--- src/rtl/bcd2_seg_scan.sv ---
// Two-digit common-anode 7-segment scanner for a BCD pair (tens d, units u).
// Digits are latched on load and shown alternately, with dark gaps between phases.
module bcd2_seg_scan #(
    parameter int unsigned REFRESH_DIV = 50000,
    parameter int unsigned DEAD_CYC    = 16,
    parameter int unsigned BLANK_LZ    = 1
) (
    input  logic       clk,
    input  logic       rst_n,
    input  logic       load,
    input  logic [3:0] d,
    input  logic [3:0] u,
    output logic [6:0] seg,
    output logic [1:0] an,
    output logic       err
);

    localparam int unsigned MAX_LEN = (REFRESH_DIV > DEAD_CYC) ? REFRESH_DIV : DEAD_CYC;
    localparam int unsigned CNT_W   = $clog2(MAX_LEN + 1);
    localparam logic [CNT_W-1:0] REF_LAST  = CNT_W'(REFRESH_DIV - 1);
    localparam logic [CNT_W-1:0] DEAD_LAST = CNT_W'(DEAD_CYC - 1);

    typedef enum logic [1:0] {
        SHOW_U    = 2'd0,
        DEAD_TO_T = 2'd1,
        SHOW_T    = 2'd2,
        DEAD_TO_U = 2'd3
    } state_t;

    state_t           state, state_n;
    logic [CNT_W-1:0] cnt, cnt_n;
    logic [3:0]       d_q, u_q, d_n, u_n;
    logic             err_n;
    logic [6:0]       seg_n;
    logic [1:0]       an_n;

    // Segment pattern {g,f,e,d,c,b,a}; non-BCD values render as a dash.
    function automatic logic [6:0] enc(input logic [3:0] x);
        case (x)
            4'd0:    enc = 7'h3F;
            4'd1:    enc = 7'h06;
            4'd2:    enc = 7'h5B;
            4'd3:    enc = 7'h4F;
            4'd4:    enc = 7'h66;
            4'd5:    enc = 7'h6D;
            4'd6:    enc = 7'h7D;
            4'd7:    enc = 7'h07;
            4'd8:    enc = 7'h7F;
            4'd9:    enc = 7'h6F;
            default: enc = 7'h40;
        endcase
    endfunction

    always_ff @(posedge clk or negedge rst_n) begin
        if (!rst_n) begin
            state <= DEAD_TO_U;
            cnt   <= '0;
            d_q   <= 4'd0;
            u_q   <= 4'd0;
            err   <= 1'b0;
            seg   <= 7'h00;
            an    <= 2'b11;
        end else begin
            state <= state_n;
            cnt   <= cnt_n;
            d_q   <= d_n;
            u_q   <= u_n;
            err   <= err_n;
            seg   <= seg_n;
            an    <= an_n;
        end
    end

    // Next scan state, next latch, and display drive derived from both.
    always_comb begin
        state_n = state;
        cnt_n   = cnt + CNT_W'(1);
        d_n     = d_q;
        u_n     = u_q;
        err_n   = err;
        seg_n   = 7'h00;
        an_n    = 2'b11;

        if (load) begin
            d_n   = d;
            u_n   = u;
            err_n = (d > 4'd9) | (u > 4'd9);
        end

        case (state)
            SHOW_U: if (cnt == REF_LAST) begin
                state_n = DEAD_TO_T;
                cnt_n   = '0;
            end
            DEAD_TO_T: if (cnt == DEAD_LAST) begin
                state_n = SHOW_T;
                cnt_n   = '0;
            end
            SHOW_T: if (cnt == REF_LAST) begin
                state_n = DEAD_TO_U;
                cnt_n   = '0;
            end
            default: if (cnt == DEAD_LAST) begin
                state_n = SHOW_U;
                cnt_n   = '0;
            end
        endcase

        // Driving from next values gives one-edge latency on load and phase change.
        case (state_n)
            SHOW_U: begin
                an_n  = 2'b10;
                seg_n = enc(u_n);
            end
            SHOW_T: begin
                if (!((BLANK_LZ != 0) && (d_n == 4'd0))) begin
                    an_n  = 2'b01;
                    seg_n = enc(d_n);
                end
            end
            default: begin
                an_n  = 2'b11;
                seg_n = 7'h00;
            end
        endcase
    end

endmodule

--- config.mk ---
export PLATFORM = sky130hd
export DESIGN_NAME = bcd2_seg_scan
export DESIGN_NICKNAME = d
export VERILOG_FILES = /design/src/rtl/bcd2_seg_scan.sv
export SDC_FILE = /design/constraint.sdc
export NUM_CORES = 1
export LEC_CHECK = 0
export CAP_MARGIN = 30
export CORE_ASPECT_RATIO = 1.5
export CORE_UTILIZATION = 55
export DETAILED_ROUTE_END_ITERATION = 16
export PLACE_DENSITY = 0.78
export SYNTH_ARGS = -nofsm -noshare
export SYNTH_HDL_FRONTEND = slang
export SYNTH_SLANG_ARGS = --single-unit
--- constraint.sdc ---
create_clock -name clk -period 3.95 [get_ports clk]
set_input_delay 1.185 -clock clk [delete_from_list [all_inputs] [get_ports clk]]
set_output_delay 1.185 -clock clk [all_outputs]
set_load 0.01 [all_outputs]
# After elaboration in Yosys (flattened, before gate mapping)

Memory sizes are Yosys's and may differ from the RTL's.
Cells that the tools add are included.

Magnitude comparators: 2
Reduce and logical (&&, ||, !) cells: 4
Multiplexer cells: 14
Add/subtract/negate cells: 1
Bitwise gates (word level): 1
Equal/unequal tests: 5

Operators by type and width:

| cell                                                                   | count |
|---|---|
| 16-bit 2-to-1 mux                                                      | 3 |
| 16-bit by 1-bit adder with 16-bit output, second input constant        | 1 |
| 16-bit equality test, second input constant                            | 1 |
| 16-bit by 4-bit equality test with 1-bit output, second input constant | 1 |
| 7-bit one-hot mux with 2 select lines                                  | 1 |
| 2-bit 2-to-1 mux                                                       | 5 |
| 4-bit > comparator, second input constant                              | 2 |
| 4-bit 2-to-1 mux                                                       | 2 |
| 7-bit 2-to-1 mux                                                       | 1 |
| 2-bit one-hot mux with 3 select lines                                  | 1 |
| 2-bit equality test, second input constant                             | 2 |
| 2-bit zero test                                                        | 2 |
| 4-bit zero test                                                        | 1 |
| 2-bit one-hot mux with 2 select lines                                  | 1 |
| 2-bit by 1-bit equality test with 1-bit output, second input constant  | 1 |
| 2-bit OR reduction                                                     | 1 |
| 1-bit bitwise OR                                                       | 1 |

Memory bits (read-only): 224
Input port bits: 11
Logic and storage cells: 36
Register bits after elaboration: 36
Memories kept: 2
Output and inout port bits: 10

Memory list:

| name             | words | bits a word | rd ports | clocked after Yosys merged registers in | write ports | RTL line | source |
|---|---|---|---|---|---|---|---|
| (name not given) | 16    | 7           | 1        | 0                                       | 0           | 39       | `case (x)` |
| (name not given) | 16    | 7           | 1        | 0                                       | 0           | 39       |  |

# Logic depth before layout (Yosys ltp)

Gate-level depths: netlist of run 1.

Depth after elaboration: 5
Mapped depth: 10
Gate-level depth less buffers: 8

# Worst setup path after synthesis of run 1

No wires, ideal clock.

Kind: input-to-reg
Start: input port load
End: register seg[2]
Setup slack: 1.082 ns
Required time: 3.823 ns
Stages on the path: 10
Buffers on the path: 2
Setup time: 0.127 ns
Arrival: 2.741 ns
Cell sequence: buf_6 buf_6 mux2_2 inv_1 ha_1 nor2_1 o21ai_0 nand2_1 a221oi_1 nor2_1

Word-level cells in the longest chain between the ends: 4
Elaborated cells between the ends (all ways): 7
Those cells by class: mux: 4; reduce/logical: 1; memory: 2

RTL lines:

| item                                                      | RTL line | source |
|---|---|---|
| start: declaration                                        | 10       | `input logic load,` |
| 4-bit 2-to-1 mux *                                        | 84       | `if (load) begin` |
| named net d_n[0]                                          | 32       | `logic [3:0] d_q, u_q, d_n, u_n;` |
| memory read 16 x 7 bit or 4-bit zero test (tied branches) | -        |  |
| 7-bit 2-to-1 mux *                                        | 116      | `if (!((BLANK_LZ != 0) && (d_n == 4'd0))) begin` |
| 7-bit one-hot mux with 2 select lines *                   | 110      | `case (state_n)` |
| named net seg_n[2]                                        | 34       | `logic [6:0] seg_n;` |
| end signal: assignment                                    | 69       | `seg <= seg_n;` |
| end: declaration                                          | 13       | `output logic [6:0] seg,` |

The timed path passes the listed nets; every way through them passes the cells marked *.
A chain may end at the register's enable or synchronous reset.

# Final worst setup path of run 1

Ends and elaborated chain as after synthesis.

==> results.md, run 1 <==
- Status: finished clean
- GP Congestion: approximately 0.88
- Prevailing post-synth register cell: dfrtp_1
- Clock Sinks: 36
- Critical path endpoint category: register
- Antenna-violating nets left: 0
- Placed wire-length estimate: about 3.2 mm
- R2r endpoint: seg[2]
- # Max-Cap Violations: 0
- PortBufs: 20
- Placement Rows: 26
- Final Cell Area: ~0.0024 mm^2
- CTS clk-pin slew, worst paths: approximately 0.060 ns
- R2R Path Start: cnt[0]
- Syn_nets: between 200 and 250
- Synth unique cells: 45
- Worst Min Path Start: cnt[0]
- Largest net degree at the start of global routing: 37
- Total track usage: ~25%
- Asr flop ratio synth: 100%
- WL final: between 4 and 5 mm
- Boundary pin count: 21
- Worst min path class: register to register
- Post-cts gate resize count: 0
- Cell count after synthesis: ~200
- Initial DRT Pass Iterations: 5
- Critical path required time: roughly 4 ns
- Number of cells after detailed placement: around 260
- Yosys top cell by area: dfrtp_1
- Critical Path AT: approximately 3.6 ns
- Commonest cells in the synthesized netlist: dfrtp_1, nor2_1, nand2_1, nand3_1, ha_1
- Total grt overflow: 0
- Cell with the most instances after synthesis: dfrtp_1
- H-Tree Depth: 2
- Routed wire length per instance: 15.8 um
- Area growth, synth to finish: 15.8%
- Mean Syn Cell Area: 10.1 um^2
- Internal reg-to-reg setup slack: approximately 1.7 ns
- Fraction of layout cells with a size suffix above 1: a little over an eighth
- Initial antenna violation count: 0
- First-pass GRT wire length: approximately 7.3 mm
- Vias in the first global route: ~1.6k
- DR vias/cell: 5.94
- Period minus WS final: about 3.4 ns
- Vias: between 1.5k and 2k
- Clock skew: about 0.0048 ns
- Max Root-Sink Buffers: 2
- Critical path class: primary input to register
- Die Span X: 51.8 um
- Reg2Reg Depth: 6
- Clock Tree Root: clkbuf_8
- Post-synth EDFFs: 0
- Final Hold Vio Count: 0
- Die Y: ~77 um
- Register area share after synthesis: 44.2%
- Hold_buf cts: 0
- Area of the mapped netlist: between 0.002 and 0.0025 mm^2
- Top post-synthesis cells by area: dfrtp_1, ha_1, dfstp_2
- Post-CTS Setup Bufs: 0
- Nets: 247
- Clock Latency Late Sink: 0.29 ns
- DRT iter0 DRCs: 70
- FF+latch count, synth: 36
- Final Cycle Share: between 80% and 90%
- YS warnings: 0
- Non-filler cells in the finished layout: between 200 and 300
- Hold depth: 1
- Top-area cell type share of the netlist area: between 30% and 40%
- CP Max Fanout: 11
- Initial Util: 58.8%
- # diodes: 0
- Fin. max-slew vios: 0
- Worst hold path endpoint: cnt[0]
- Die area: about 0.0040 mm^2
- Leakage: 1.01 nW
- Setup crit start kind: primary input
- PwrDens: 353 mW/mm^2
- DP Area: between 0.002 and 0.0025 mm^2
- VDD IR max: around 0.00029 V
- Worst-Margin Slew: ~0.8 ns
- Sum Neg Setup Slack: 0 ns
- RSZ-0062 raised after global routing: no
- Max Fclk: around 0.29 GHz
- CTS tree: yes
- Total CTS buffers: 5
- Final setup violation count: 0
- Max-slew headroom: a little under half
- Total core area: around 0.0035 mm^2
- # DRC: 0
[power by group]
part           switching (mW)  leakage [nW]  internal (mW)
clock network           0.125        0.0510          0.139
registers             0.00871         0.437          0.390
logic                  0.0945         0.524         0.0797
[stage by stage]
step	util (%)	hold WS (ns)	setup WS [ns]	power, mW
6_report	68.2	0.466	0.528	0.836
5_1_grt	68.2	0.486	0.320	0.879
4_1_cts	68.2	0.469	0.525	0.843
3_5_place_dp	65.5	0.460	0.285	0.577
3_3_place_gp	65.5	0.444	0.383	0.569
2_1_floorplan	-	0.433	1.08	0.506
[routing by layer]
| layer | part of all wire (%) | GRT usage [%] | wire length (um) | up-vias |
|---|---|---|---|---|
| met5 | 0 | 0 | 0 | - |
| met4 | 3.6 | 11.6 | 154 | 0 |
| met3 | 4.0 | 5.75 | 171 | 15 |
| met2 | 56 | 43.7 | 2370 | 42 |
| met1 | 37 | 26.7 | 1560 | 774 |
| li1 | - | - | - | 766 |
[final cells by class]
type	instances	area [um^2]
fillers	271	1110
multi-input cells	148	1050
flip-flops and latches	36	906
repair buffers	23	223
clock buffers	6	82.6
well taps	42	52.6
inverters	12	47.5
clock inverters	2	10.0
[state kept, by name, indices dropped and copies added (netlist names)]
name,flops
an,2
err,1
d_q,4
seg,7
cnt,16
u_q,4
state,2
[worst max path at each step]
stage | startpoint | endpoint | slack (ns)
after detailed placement | load | seg[0] | 0.29
after CTS | load | seg[2] | 0.52
after floorplan | load | seg[2] | 1.08
after global routing | load | seg[2] | 0.32
final | load | seg[2] | 0.53
after global placement | load | seg[1] | 0.38
[placed cells by master, fill, tap and decap left out, types with 3 or more instances in the layout]
cell type / count
a21oi_1: 4
a221oi_1: 8
a31oi_1: 3
buf_4: 3
clkbuf_8: 6
clkdlybuf4s50_1: 20
dfrtp_1: 32
dfstp_2: 4
ha_1: 10
inv_1: 8
inv_2: 3
mux2i_1: 4
mux2i_4: 3
nand2_1: 16
nand3_1: 12
nand4_1: 3
nor2_1: 22
nor3_1: 6
o21ai_0: 7
o22ai_1: 5
or3_1: 3
xnor2_1: 9
xor2_1: 6
[critical path, cell delays in order]
cell and delay, ns:
clkdlybuf4s50_1 0.81, mux2_2 0.45, inv_1 0.10, ha_1 0.28, nor2_1 0.07, o21ai_0 0.14, nand2_1 0.10, a221oi_1 0.35
nor2_1 0.09
[cells by family (layout without fill, tap and decap cells)]
logic type | Yosys count | in the layout | share of synthesized area (%)
AND/OR/NAND/NOR | 74 | 74 | 17.5
adder cells (fa/ha/maj) | 10 | 10 | 6.11
flip-flops | 36 | 36 | 44.2
multiplexers | 12 | 12 | 8.43
AO/OA/AOI/OAI | 37 | 37 | 12.8
buffers and inverters | 18 | 43 | 4.46
XOR/XNOR | 15 | 15 | 6.41
Note: power is estimated with default switching activity, not from simulation.
==> run 2, diff against run 1 <==
ABC_AREA = 1   (was not set)
PLACE_DENSITY = 0.77   (was 0.78)
SETUP_SLACK_MARGIN = 0.05   (was not set)
==> run 2 against run 1 <==
Via count grew 16%; register-to-register slack gained 0.54 ns; synthesized cell count grew 47%; largest power group unchanged; highest routed layer unchanged.
==> results.md, run 2 <==
- Status: finished clean
- Top post-synthesis cells by area: dfrtp_1, nand2_1, nand3_1
- YS warnings: 0 (unchanged)
- Most frequent cells in the layout: nand2_1, inv_1, nand3_1, nor2_1, dfrtp_1
- Top-area cell type share of the netlist area: 36.7% (-2.4 points)
- Worst Min Path Start: cnt[0]
- Placement Rows: 27 (+3.8%)
- RSZ-0062 raised after global routing: no
- First-pass GRT wire length: 7.46 mm (+2.0%)
- Clock Sinks: 36 (unchanged)
- Max FFs per register: 16 (unchanged)
- Prevailing post-synth register cell: dfrtp_1
- Initial Util: 58.2% (-0.62 points)
- Largest net degree at the start of global routing: 37 (unchanged)
- H-Tree Depth: 2 (unchanged)
- Hold_buf cts: 0 (unchanged)
- Worst hold path endpoint: cnt[0]
- PortBufs: 20 (unchanged)
- Cell count after synthesis: 297 (+47%)
- Boundary pin count: 21 (unchanged)
- Critical path class: primary input to register
- Antenna-violating nets left: 0 (unchanged)
- Register area share after synthesis: 41.5% (-2.7 points)
- Sum Neg Setup Slack: 0 ns (unchanged)
- Die area: 0.00423 mm^2 (+6.4%)
- Period minus WS final: 2.96 ns (-0.458 ns)
- Max Fclk: 0.337 GHz (+15%)
- Area growth, synth to finish: 15.0%
- Reg with most FFs: cnt
- Fill cells: 352 (+30%)
- CTS tree: yes
- Mean Syn Cell Area: 7.35 um^2 (-27%)
- Commonest cells in the synthesized netlist: nand2_1, inv_1, nand3_1, nor2_1, dfrtp_1
- Hold depth: 1 (unchanged)
- Final Hold Vio Count: 0 (unchanged)
- Internal reg-to-reg setup slack: 2.28 ns (+0.54 ns)
- Final Cycle Share: 75.0% (-12 points)
- R2r endpoint: seg[3]
- PwrDens: 327 mW/mm^2 (-7.1%)
- Vias in the first global route: 1,811 (+15%)
- Synth unique cells: 25 (-44%)
- Total track usage: 24.8% (about the same)
- Nets: 343 (+39%)
- # Max-Cap Violations: 0 (unchanged)
- GP Congestion: 0.858 (-2.2%)
- R2R Path Start: cnt[0]
- VDD IR max: 0.000277 V (-2.9%)
- Routed wire length per instance: 12.3 um (-22%)
- Worst min path class: register to register
- Total core area: 0.00375 mm^2 (+7.7%)
- Clock Tree Root: clkbuf_8
- Syn_nets: 318 (+43%)
- FF+latch count, synth: 36 (unchanged)
- Max-slew headroom: 46.2% (-0.47 points)
- Yosys top cell by area: dfrtp_1
- Area of the mapped netlist: 0.00218 mm^2 (+6.6%)
- Final setup violation count: 0 (unchanged)
- Total CTS buffers: 5 (unchanged)
- PnR worst setup slack: 0.986 ns (+0.458 ns)
- Initial antenna violation count: 0 (unchanged)
- Place WS: 0.672 ns (+0.387 ns)
- Hold_ws: 0.456 ns (-0.00951 ns)
- WL final: 4.51 mm (+5.7%)
- Vias: 1,855 (+16%)
- Setup crit start kind: primary input
- Asr flop ratio synth: 100% (unchanged)
- CP Max Fanout: 14 (+3)
- Max Root-Sink Buffers: 2 (unchanged)
- Post-CTS Setup Bufs: 0 (unchanged)
- # diodes: 0 (unchanged)
- Fraction of layout cells with a size suffix above 1: 10.5% (-3.1 points)
- Biggest regs: cnt (16), seg (7)
- Critical path required time: 4.13 ns (+0.02 ns)
- Critical Path AT: 3.14 ns (-0.44 ns)
- Worst-Margin Slew: 0.808 ns (+0.00709 ns)
- DRT iter0 DRCs: 46 (-34%)
- Post-synth EDFFs: 0 (unchanged)
- Reg2Reg Depth: 8 (+2)
- Commonest non-fill, non-tap cell in the layout: nand2_1
- Final Util: 66.9% (-1.2 points)
- Die Span X: 53.4 um (+3.1%)
- Total grt overflow: 0 (unchanged)
- Critical path endpoint category: register
- Clock Latency Late Sink: 0.29 ns (about the same)
- Fin. max-slew vios: 0 (unchanged)
- DR vias/cell: 5.07 (-15%)
- Placed wire-length estimate: 3.47 mm (+9.0%)
- Leakage: 1.30 nW (+29%)
- Cell with the most instances after synthesis: nand2_1
- Clock skew: 0.00840 ns (+0.00361 ns)
- # DRC: 0 (unchanged)
- Initial DRT Pass Iterations: 4 (-1)
- CTS clk-pin slew, worst paths: 0.07 ns (about the same)
- Die Y: 79.2 um (+3.2%)
- Post-cts gate resize count: 0 (unchanged)
==> run 2: cell types whose count changed in the layout (fill, tap and decap cells not counted), sizes merged, moves of 3 or more <==
cell    change
a221oi      -8
inv        +37
mux2        -3
mux2i       -9
nand2      +68
nand3      +26
nand4       +3
nor2       +15
nor4        -3
o22ai       -5
or3         -3
xnor2       -6
==> run 2: logic make-up after synthesis <==
group / count (synthesis) / synth area share [%]
AND/OR/NAND/NOR: 175 / 35.3
XOR/XNOR: 9 / 3.61
buffers and inverters: 52 / 9.63
flip-flops: 36 / 41.5
adder cells (fa/ha/maj): 10 / 5.73
AO/OA/AOI/OAI: 15 / 4.24
==> run 2: metrics by stage <==
stage | cell area (um^2) | power (mW) | instances
2_1_floorplan | 2180 | 0.483 | 297
4_1_cts | 2510 | 0.830 | 366
3_5_place_dp | 2410 | 0.542 | 358
5_1_grt | 2510 | 0.864 | 366
3_3_place_gp | 2410 | 0.540 | 358
6_report | 2510 | 0.822 | 366
==> run 2: how the worst max path moves through the flow <==
stage | startpoint | end | slack (ns) | depth (start not counted)
final | load | seg[3] | 0.99 | 12
after global routing | load | seg[3] | 0.75 | 12
after CTS | load | seg[3] | 0.97 | 12
after detailed placement | load | seg[3] | 0.67 | 12
after global placement | load | seg[3] | 0.70 | 12
after floorplan | load | seg[3] | 1.66 | 11
==> run 2: power breakdown <==
part           switching (mW)  internal, mW  total (mW)
Clock                   0.129         0.159       0.288
Sequential            0.00729         0.387       0.394
Combinational          0.0806        0.0588       0.139
==> run 2: worst max-delay path, cell delays in order <==
cell             delay, ns
clkdlybuf4s50_1       0.66
inv_2                 0.24
nand2_1               0.07
nand2_1               0.15
inv_1                 0.11
ha_1                  0.30
nand2_1               0.09
nand3_1               0.08
nand2_1               0.08
inv_1                 0.03
nand3_1               0.09
nand2_1               0.06
==> run 2: routing by layer <==
| layer | vias up | global-route usage [%] | share of wire (%) | routed length [um] |
|---|---|---|---|---|
| met4 | 0 | 13.9 | 3.9 | 176 |
| met5 | - | 0 | 0 | 0 |
| met2 | 33 | 47.0 | 55 | 2480 |
| met3 | 14 | 5.56 | 2.7 | 122 |
| li1 | 978 | - | - | - |
| met1 | 830 | 22.5 | 38 | 1730 |
==> run 2: layout make-up <==
class | instances | area (um^2) | share of cell area (%)
clock buffers | 8 | 100 | 3.99
inverters | 50 | 188 | 7.48
multi-input cells | 209 | 1070 | 42.5
flip-flops and latches | 36 | 906 | 36.1
well taps | 43 | 53.8 | 2.14
repair buffers | 20 | 195 | 7.78
==> run 3, diff against run 2 <==
CORE_UTILIZATION = 51   (was 55)
PLACE_DENSITY = 0.75   (was 0.77)
clock period = 2.72 ns   (was 3.95 ns; I/O delays follow)
==> run 3 against run 2 <==
Non-clock buffer count is 3 higher; sequential share of layout area is 0.36 points lower; core utilization is 4.0 points lower; highest routed layer unchanged.
==> results.md, run 3 (synthesis results as in run 2) <==
- Max-slew headroom: 46.6% (+0.47 points)
- CP Cell Sequence: clkdlybuf4s50_1, inv_2, nand2_1, nand2_1, inv_1, ha_1, nand2_1, nand3_1, nand2_1, inv_1, nand3_1, nand2_1
- Setup crit start kind: primary input
- Die Span X: 55.4 um (+3.7%)
- WL final: 4.54 mm (+0.75%)
- CTS clk-pin slew, worst paths: 0.08 ns (about the same)
- Status: finished clean
- Nets: 346 (+0.87%)
- Max Root-Sink Buffers: 2 (unchanged)
- Clock Tree Root: clkbuf_8
- RSZ-0062 raised after global routing: no
- Fin. max-slew vios: 0 (unchanged)
- Cell repeated most along the worst path: nand2_1
- Critical path class: primary input to register
- PortBufs: 20 (unchanged)
- CP Max Fanout: 8 (-6)
- Worst-Margin Slew: 0.800 ns (-0.00707 ns)
- Hold_buf cts: 0 (unchanged)
- First-pass GRT wire length: 7.99 mm (+7.1%)
- Total core area: 0.00403 mm^2 (+7.4%)
- Total track usage: 23.0% (-1.9 points)
- DR vias/cell: 5.06 (-0.12%)
- Total grt overflow: 0 (unchanged)
- H-Tree Depth: 2 (unchanged)
- Slowest-stage cell, CP: clkdlybuf4s50_1
- Post-CTS Setup Bufs: 0 (unchanged)
- Clock skew: 0.00757 ns (-0.000837 ns)
- Initial DRT Pass Iterations: 4 (unchanged)
- Final Hold Vio Count: 0 (unchanged)
- Die Y: 82.1 um (+3.8%)
- Initial Util: 54.2% (-4.0 points)
- CTS tree: yes
- PwrDens: 474 mW/mm^2 (+45%)
- Max Fclk: between 0.4 and 0.5 GHz
- Period minus WS final: ~2.4 ns
- Commonest non-fill, non-tap cell in the layout: nand2_1
- Leakage: 1.32 nW (+1.1%)
- GP Congestion: 0.921 (+7.3%)
- # Max-Cap Violations: 0 (unchanged)
- Vias in the first global route: 1,816 (+0.28%)
- Antenna-violating nets left: 0 (unchanged)
- Post-cts gate resize count: 0 (unchanged)
- Fraction of layout cells with a size suffix above 1: 11.3% (+0.82 points)
- Placed wire-length estimate: 3.49 mm (+0.46%)
- Max FFs per register: 16 (unchanged)
- Multi-input gate area: 0.00107 mm^2 (unchanged)
- Final Cycle Share: 87.4%
- Worst min path class: register to register
- Biggest regs: cnt (16), seg (7)
- Sum Neg Setup Slack: 0 ns (unchanged)
- Total CTS buffers: 5 (unchanged)
- Critical Path AT: 2.56 ns (-0.58 ns)
- DRT iter0 DRCs: 85 (+85%)
- Clock Sinks: 36 (unchanged)
- Most frequent cells in the layout: nand2_1, inv_1, nand3_1, nor2_1, dfrtp_1
- Critical path required time: 2.91 ns (-1.22 ns)
- # DRC: 0 (unchanged)
- Critical path endpoint category: register
- Area growth, synth to finish: 16.1%
- Final Util: 62.9% (-4.0 points)
- Clock Latency Late Sink: 0.29 ns (about the same)
- Reg with most FFs: cnt
- # diodes: 0 (unchanged)
- Fill cells: 367 (+4.3%)
- Die area: 0.00455 mm^2 (+7.6%)
- Boundary pin count: 21 (unchanged)
- Largest net degree at the start of global routing: 37 (unchanged)
- Initial antenna violation count: 0 (unchanged)
- Placement Rows: 28 (+3.7%)
- VDD IR max: 0.000412 V (+49%)
- Max incr delay on CP: 0.55 ns (-0.11 ns)
- Final setup violation count: 0 (unchanged)
- Vias: 1,878 (+1.2%)
- Routed wire length per instance: 12.2 um (-0.60%)
- FF/Latch Area: 906 um^2 (unchanged)
run 3: final timing paths:
path | startpoint | end | slack [ns] | depth (start not counted)
hold / removal | cnt[0] | cnt[0] | 0.49 | 1
setup / recovery | load | seg[3] | 0.34 | 12
setup reg to reg | cnt[0] | seg[6] | 0.98 | 8
hold reg to reg | cnt[0] | cnt[0] | 0.49 | 1
max in group asynchronous | rst_n | d_q[3] | 1.60 | 1
min in group asynchronous | rst_n | cnt[2] | 0.60 | 1
run 3: critical path, delay by kind of cell:
family / cells / cell delay, ns
buffers and inverters: 4 / 0.85
AND/OR/NAND/NOR: 7 / 0.59
adder cells (fa/ha/maj): 1 / 0.29
run 3: final cells by class:
cell class | instances | share of cell area, %
repair buffers | 23 | 8.59
flip-flops and latches | 36 | 35.7
inverters | 50 | 7.40
well taps | 45 | 2.22
clock buffers | 8 | 3.95
multi-input cells | 209 | 42.1
run 3: through the flow:
stage	std cells	power [mW]	worst slack, ns	area [um^2]	hold WS, ns
CTS	371	1.21	0.316	2530	0.496
finish	371	1.20	0.343	2530	0.494
global route	371	1.26	0.144	2530	0.511
global placement	363	0.789	0.0295	2430	0.445
floorplan	297	0.701	0.798	2180	0.433
detailed placement	363	0.790	0.00950	2430	0.486
run 3: where the power goes:
group / switching, mW / internal, mW / total (mW)
clock network: 0.193 / 0.231 / 0.424
registers: 0.0102 / 0.562 / 0.572
logic: 0.116 / 0.0884 / 0.205
run 3: layer usage:
metal / GRT usage, % / routed length (um) / vias to the layer above / part of all wire, %
met1: 24.0 / 1810 / 843 / 40
li1: - / - / 985 / -
met3: 4.21 / 103 / 13 / 2.3
met5: 0 / 0 / - / 0
met2: 42.9 / 2440 / 37 / 54
met4: 14.0 / 183 / 0 / 4.0
